## config.mk

```make
export PLATFORM = sky130hd
export DESIGN_NAME = csa_seq_accum
export DESIGN_NICKNAME = d
export VERILOG_FILES = /design/src/rtl/csa_seq_accum.sv
export SDC_FILE = /design/constraint.sdc
export NUM_CORES = 1
export LEC_CHECK = 0
export ABC_AREA = 1
export BUFFER_PORTS_ARGS = -buffer_cell sky130_fd_sc_hd__buf_2
export CELL_PAD_IN_SITES_DETAIL_PLACEMENT = 0
export CELL_PAD_IN_SITES_GLOBAL_PLACEMENT = 1
export CORE_MARGIN = 10
export CORE_UTILIZATION = 41
export CTS_BUF_LIST = sky130_fd_sc_hd__clkbuf_4 sky130_fd_sc_hd__clkbuf_8
export CTS_CLUSTER_DIAMETER = 150
export DETAILED_ROUTE_END_ITERATION = 10
export PLACE_DENSITY_LB_ADDON = 0.08
export RECOVER_POWER = 50
export SYNTH_ARGS = -nofsm -noshare
export SYNTH_HDL_FRONTEND = slang
export SYNTH_SLANG_ARGS = --single-unit
export TNS_END_PERCENT = 50
```

## constraint.sdc

```tcl
create_clock -name clk -period 2.5 [get_ports clk]
set_input_delay 0.375 -clock clk [delete_from_list [all_inputs] [get_ports clk]]
set_output_delay 0.375 -clock clk [all_outputs]
set_load 0.02 [all_outputs]
```

## src/rtl/csa_seq_accum.sv

```systemverilog
// Streaming multi-operand adder: folds NOPS operands into a carry-save running total,
// then resolves it to binary CHUNK bits per cycle and presents it on a valid/ready port.
module csa_seq_accum #(
    parameter int W     = 8,
    parameter int NOPS  = 10,
    parameter int SW    = 16,
    parameter int CHUNK = 4
) (
    input  logic          clk,
    input  logic          rst,
    input  logic          in_valid,
    output logic          in_ready,
    input  logic [W-1:0]  in_data,
    output logic          out_valid,
    input  logic          out_ready,
    output logic [SW-1:0] out_sum,
    output logic          busy
);

    localparam int NCH = SW / CHUNK;
    localparam int CW  = (NOPS > 1) ? $clog2(NOPS) : 1;
    localparam int IW  = (NCH > 1) ? $clog2(NCH) : 1;
    localparam logic [CW-1:0] LAST_OP = CW'(NOPS - 1);
    localparam logic [IW-1:0] LAST_CH = IW'(NCH - 1);

    typedef enum logic [1:0] {
        ST_ACCUM,
        ST_RESOLVE,
        ST_DONE
    } state_t;

    state_t          state;
    state_t          state_nxt;
    logic [CW-1:0]   count;
    logic [IW-1:0]   idx;
    logic            cy;
    logic [SW-1:0]   sum_r;
    logic [SW-1:0]   carry_r;
    logic [SW-1:0]   res_r;
    logic [SW-1:0]   operand;
    logic [SW-1:0]   csa_s;
    logic [SW-1:0]   csa_c;
    logic [CHUNK:0]  chunk_sum;
    logic            accept;
    logic            last_op;
    logic            last_chunk;

    // 3:2 compressor; the carry vector is stored pre-shifted so bit 0 is always zero.
    assign operand = SW'(in_data);
    assign csa_s   = sum_r ^ carry_r ^ operand;
    assign csa_c   = ((sum_r & carry_r) | (sum_r & operand) | (carry_r & operand)) << 1;

    assign accept     = in_valid && (state == ST_ACCUM);
    assign last_op    = accept && (count == LAST_OP);
    assign last_chunk = (state == ST_RESOLVE) && (idx == LAST_CH);

    assign chunk_sum = {1'b0, sum_r[int'(idx) * CHUNK +: CHUNK]}
                     + {1'b0, carry_r[int'(idx) * CHUNK +: CHUNK]}
                     + (CHUNK + 1)'(cy);

    assign in_ready  = (state == ST_ACCUM);
    assign out_valid = (state == ST_DONE);
    assign busy      = (state != ST_ACCUM);
    assign out_sum   = res_r;

    // NOTE: state registers use non-blocking assignments so every flop samples pre-edge values.
    always_ff @(posedge clk) begin
        if (rst) begin
            state <= ST_ACCUM;
        end else begin
            state <= state_nxt;
        end
    end

    // NOTE: the default assignment first keeps this block purely combinational (no latch).
    always_comb begin
        state_nxt = state;
        case (state)
            ST_ACCUM:   if (last_op)    state_nxt = ST_RESOLVE;
            ST_RESOLVE: if (last_chunk) state_nxt = ST_DONE;
            ST_DONE:    if (out_ready)  state_nxt = ST_ACCUM;
            default:                    state_nxt = ST_ACCUM;
        endcase
    end

    always_ff @(posedge clk) begin
        if (rst) begin
            count   <= '0;
            idx     <= '0;
            cy      <= 1'b0;
            sum_r   <= '0;
            carry_r <= '0;
            res_r   <= '0;
        end else begin
            case (state)
                ST_ACCUM: begin
                    if (accept) begin
                        sum_r   <= csa_s;
                        carry_r <= csa_c;
                        count   <= last_op ? '0 : count + 1'b1;
                        idx     <= '0;
                        cy      <= 1'b0;
                    end
                end
                ST_RESOLVE: begin
                    // Final carry-out of the top chunk is dropped: result is modulo 2^SW.
                    res_r[int'(idx) * CHUNK +: CHUNK] <= chunk_sum[CHUNK-1:0];
                    cy  <= chunk_sum[CHUNK];
                    idx <= last_chunk ? '0 : idx + 1'b1;
                end
                ST_DONE: begin
                    if (out_ready) begin
                        sum_r   <= '0;
                        carry_r <= '0;
                    end
                end
                default: ;
            endcase
        end
    end

endmodule

```

==> flow_summary.toml <==
[run_status]
outcome = "complete, no violations"

[clock_network]
post-cts-setup-buffer-count = 0
clkSinkCount = 56
cts_resized = 0
tritoncts = "yes"
cts_buffers = 5
htreeDepth = 2
clk_path_buf_depth = 2
root_buffer = "clkbuf_8"
clk_latency_ps = 310
cts_hold_buf = 0
path_clk_slew_ps = 110

[final_layout]
area_delta_synth_final_pct = 11.58
final_util_pct = 47.12
antenna_cells = 0
fin_nets = 426
drive_gt1_share_pct = 11.86
instances_no_fill = 484
final_area_um2 = 3219

[synthesis]
ys_top_cells_by_area = "dfxtp_1, a21oi_1, nand2_1, ha_1, nand3_1"
postSynth.asyncResetShare_pct = 0
synth_compound_area_share_pct = 14.61
syn_nets = 398
yosys.area.top_type_share_pct = 38.86
ys.flop_type = "dfxtp_1"
synth-seq-cells = 56
synth_area_leader_cell = "dfxtp_1"
synth_top_family_by_area = "simple AND/OR/NAND/NOR gates"
synth_common_cells = "nand2_1, dfxtp_1, a21oi_1"
netlist-cell-type-count = 27
syn-instance-count = 359
avgSynthCellArea_um2 = 8.037
yosysMostFrequentCell = "nand2_1"
synth_fa_ha_area_share_pct = 14.05
yosys.area_share.simple_pct = 25.46
synth_xor_area_share_pct = 0.9107
synth_edf_count = 0
syn_area_um2 = 2885
yosys_warnings = 0
yosysSeqAreaShare_pct = 38.86
synthMuxAreaShare_pct = 0

[setup_path]
reg2reg_from = "idx[0]$_SDFFE_PP0P_"
crit_type = "reg2reg"
cp_common_cell = "nor2_1"
end_kind = "register"
crit_fanout = 7
ff2ff_path_depth = 10
reg2reg_to = "out_sum[6]$_SDFFE_PP0P_"
cp-start-kind = "register"
cp_data_required_time_ps = 2760
crit_slowest_cell = "fa_1"
regToRegSetupSlack_ps = 270
worstPathArrival_ps = 2480
max_stage_delay_ps = 410
cp_cell_sequence = "inv_1 > o21ai_0 > o22ai_1 > fa_2 > fa_1 > xor2_1 > nand2_1 > nor2_1 > a22oi_1 > nor2_1"

[floorplan]
die_area_um2 = 10790
num_rows = 30
pin_count = 31
start_util_pct = 42.23
die_x_um = 103.9
dieHeight_um = 103.9
coreArea_um2 = 6832

[timing]
slew_headroom_pct = 45.83
whs_ps = 326.9
drv_slew = 0
final-setup-viol-count = 0
fmaxAchievable_mhz = 449.1
fin_crit_sh_pct = 89.07
rsz0062_at_grt = "false"
tns_ps = 0
hold_violations = 0
tightest_slew_ps = 811.7
skew_ps = 13.89
fin_crit_ps = 2227

[grt]
grt_max_degree = 35
grtUsageTotal_pct = 12.89
grt_pass1_vias = 2310
overflow = 0
antenna_found_initial = 0
grt_pass1_wl_um = 11760

[power_and_ir_drop]
power.internal_w = 0.001258
ir_worst_vdd_v = 0.0002393
power_density_nw_per_um2 = 520.2
power_frac_clock_pct = 36.4
swShare_pct = 24.85
p_comb_share_pct = 8.0
switchingPower_w = 0.0004162
total_leakage_power_nw = 1.293
p_seq_share_pct = 55.7

[route]
vias = 2423
ant_nets = 0
vias_per_cell = 5.006
drt_iter0_markers = 88
drtPass1Iterations = 4
wire_per_inst_um = 14.52
routed_wl_um = 7029
drc_errors = 0

[min_path]
hold_path.class = "in2reg"
whs_endpoint = "state[1]$_SDFFE_PP0P_"
min_path_cells = 4
min_from = "out_ready"

[place]
place.gp.congestion = 0.8123
dp_cells = 476
place_area_um2 = 3129
place_hpwl_um = 5047
io_buffers = 30

[job]
maxCapViolations = 0
how the worst max path moves through the flow:
stage	from	to	slack [ps]
final	idx[0]$_SDFFE_PP0P_	out_sum[6]$_SDFFE_PP0P_	270
after global routing	idx[0]$_SDFFE_PP0P_	out_sum[6]$_SDFFE_PP0P_	60
after detailed placement	idx[0]$_SDFFE_PP0P_	out_sum[6]$_SDFFE_PP0P_	120
after floorplan	idx[1]$_SDFFE_PP0P_	out_sum[14]$_SDFFE_PP0P_	140
after global placement	idx[0]$_SDFFE_PP0P_	out_sum[6]$_SDFFE_PP0P_	210
after CTS	idx[0]$_SDFFE_PP0P_	out_sum[6]$_SDFFE_PP0P_	90
critical path: cells and delay by family, from the launching register on:
family                     cells  cell delay (ps)
buffers and inverters          1              120
AOI/OAI and AO/OA              3              360
adders and majority gates      2              810
DFF                            1              390
and+or+nand+nor                3              280
xor gates and xnor gates       1              210
routing by layer:
layer	vias up	GRT usage (%)	wire length, um
li1	1254	-	-
met1	1120	16.38	3418
met2	45	21.04	3276
met3	4	3.532	276
met4	0	3.181	57
met5	-	0	0
power by group through the flow:
| stage | clock (W) | sequential [W] | combinational, W |
|---|---|---|---|
| global route | 0.000662 | 0.000937 | 0.000154 |
| floorplan | 0 | 0.000946 | 0.0000957 |
| CTS | 0.000631 | 0.000933 | 0.000136 |
| global placement | 0 | 0.000953 | 0.000133 |
| finish | 0.000609 | 0.000933 | 0.000133 |
| detailed placement | 0 | 0.000954 | 0.000135 |
through the flow:
stage | total power, W | setup WS (ps)
after floorplan | 0.001042 | 137.3
after global placement | 0.001086 | 212.6
after detailed placement | 0.001089 | 121.0
after CTS | 0.001700 | 94.62
after global routing | 0.001753 | 64.18
final | 0.001675 | 273.3
kinds of logic after synthesis:
kind of cell | count (synthesis)
AOI/OAI and AO/OA | 80
xor gates and xnor gates | 3
adders and majority gates | 27
buffers and inverters | 38
DFF | 56
and+or+nand+nor | 155
placed cells by master, fill, tap and decap left out, types with 2 or more instances in the layout:
cell type	Yosys	layout
nor2_1	33	34
ha_1	18	18
o21ai_0	19	19
buf_4	1	10
nand2_1	65	65
a21oi_1	49	49
xor2_1	2	2
nand3_1	43	43
inv_1	15	16
dfxtp_1	56	55
nor2_4	3	3
o22ai_1	7	7
a22oi_1	4	4
clkbuf_8	0	5
fa_1	9	8
nand4_1	3	3
clkbuf_1	8	16
nand2_4	5	5
buf_2	6	14
state kept, by name, indices dropped and copies added, names as in the netlist:
signal	flops
state	2
count	4
carry_r	15
sum_r	16
cy	1
idx	2
out_sum	16
cell type report:
cell class / count / area (um^2)
inverters: 18 / 67.56
clock buffers: 5 / 68.82
fillers: 723 / 3612
clock inverters: 3 / 42.54
multi-input cells: 265 / 1588
well taps: 96 / 120.1
flip-flops and latches: 56 / 1122
repair buffers: 41 / 210.2
(Power assumes the default switching activity.)
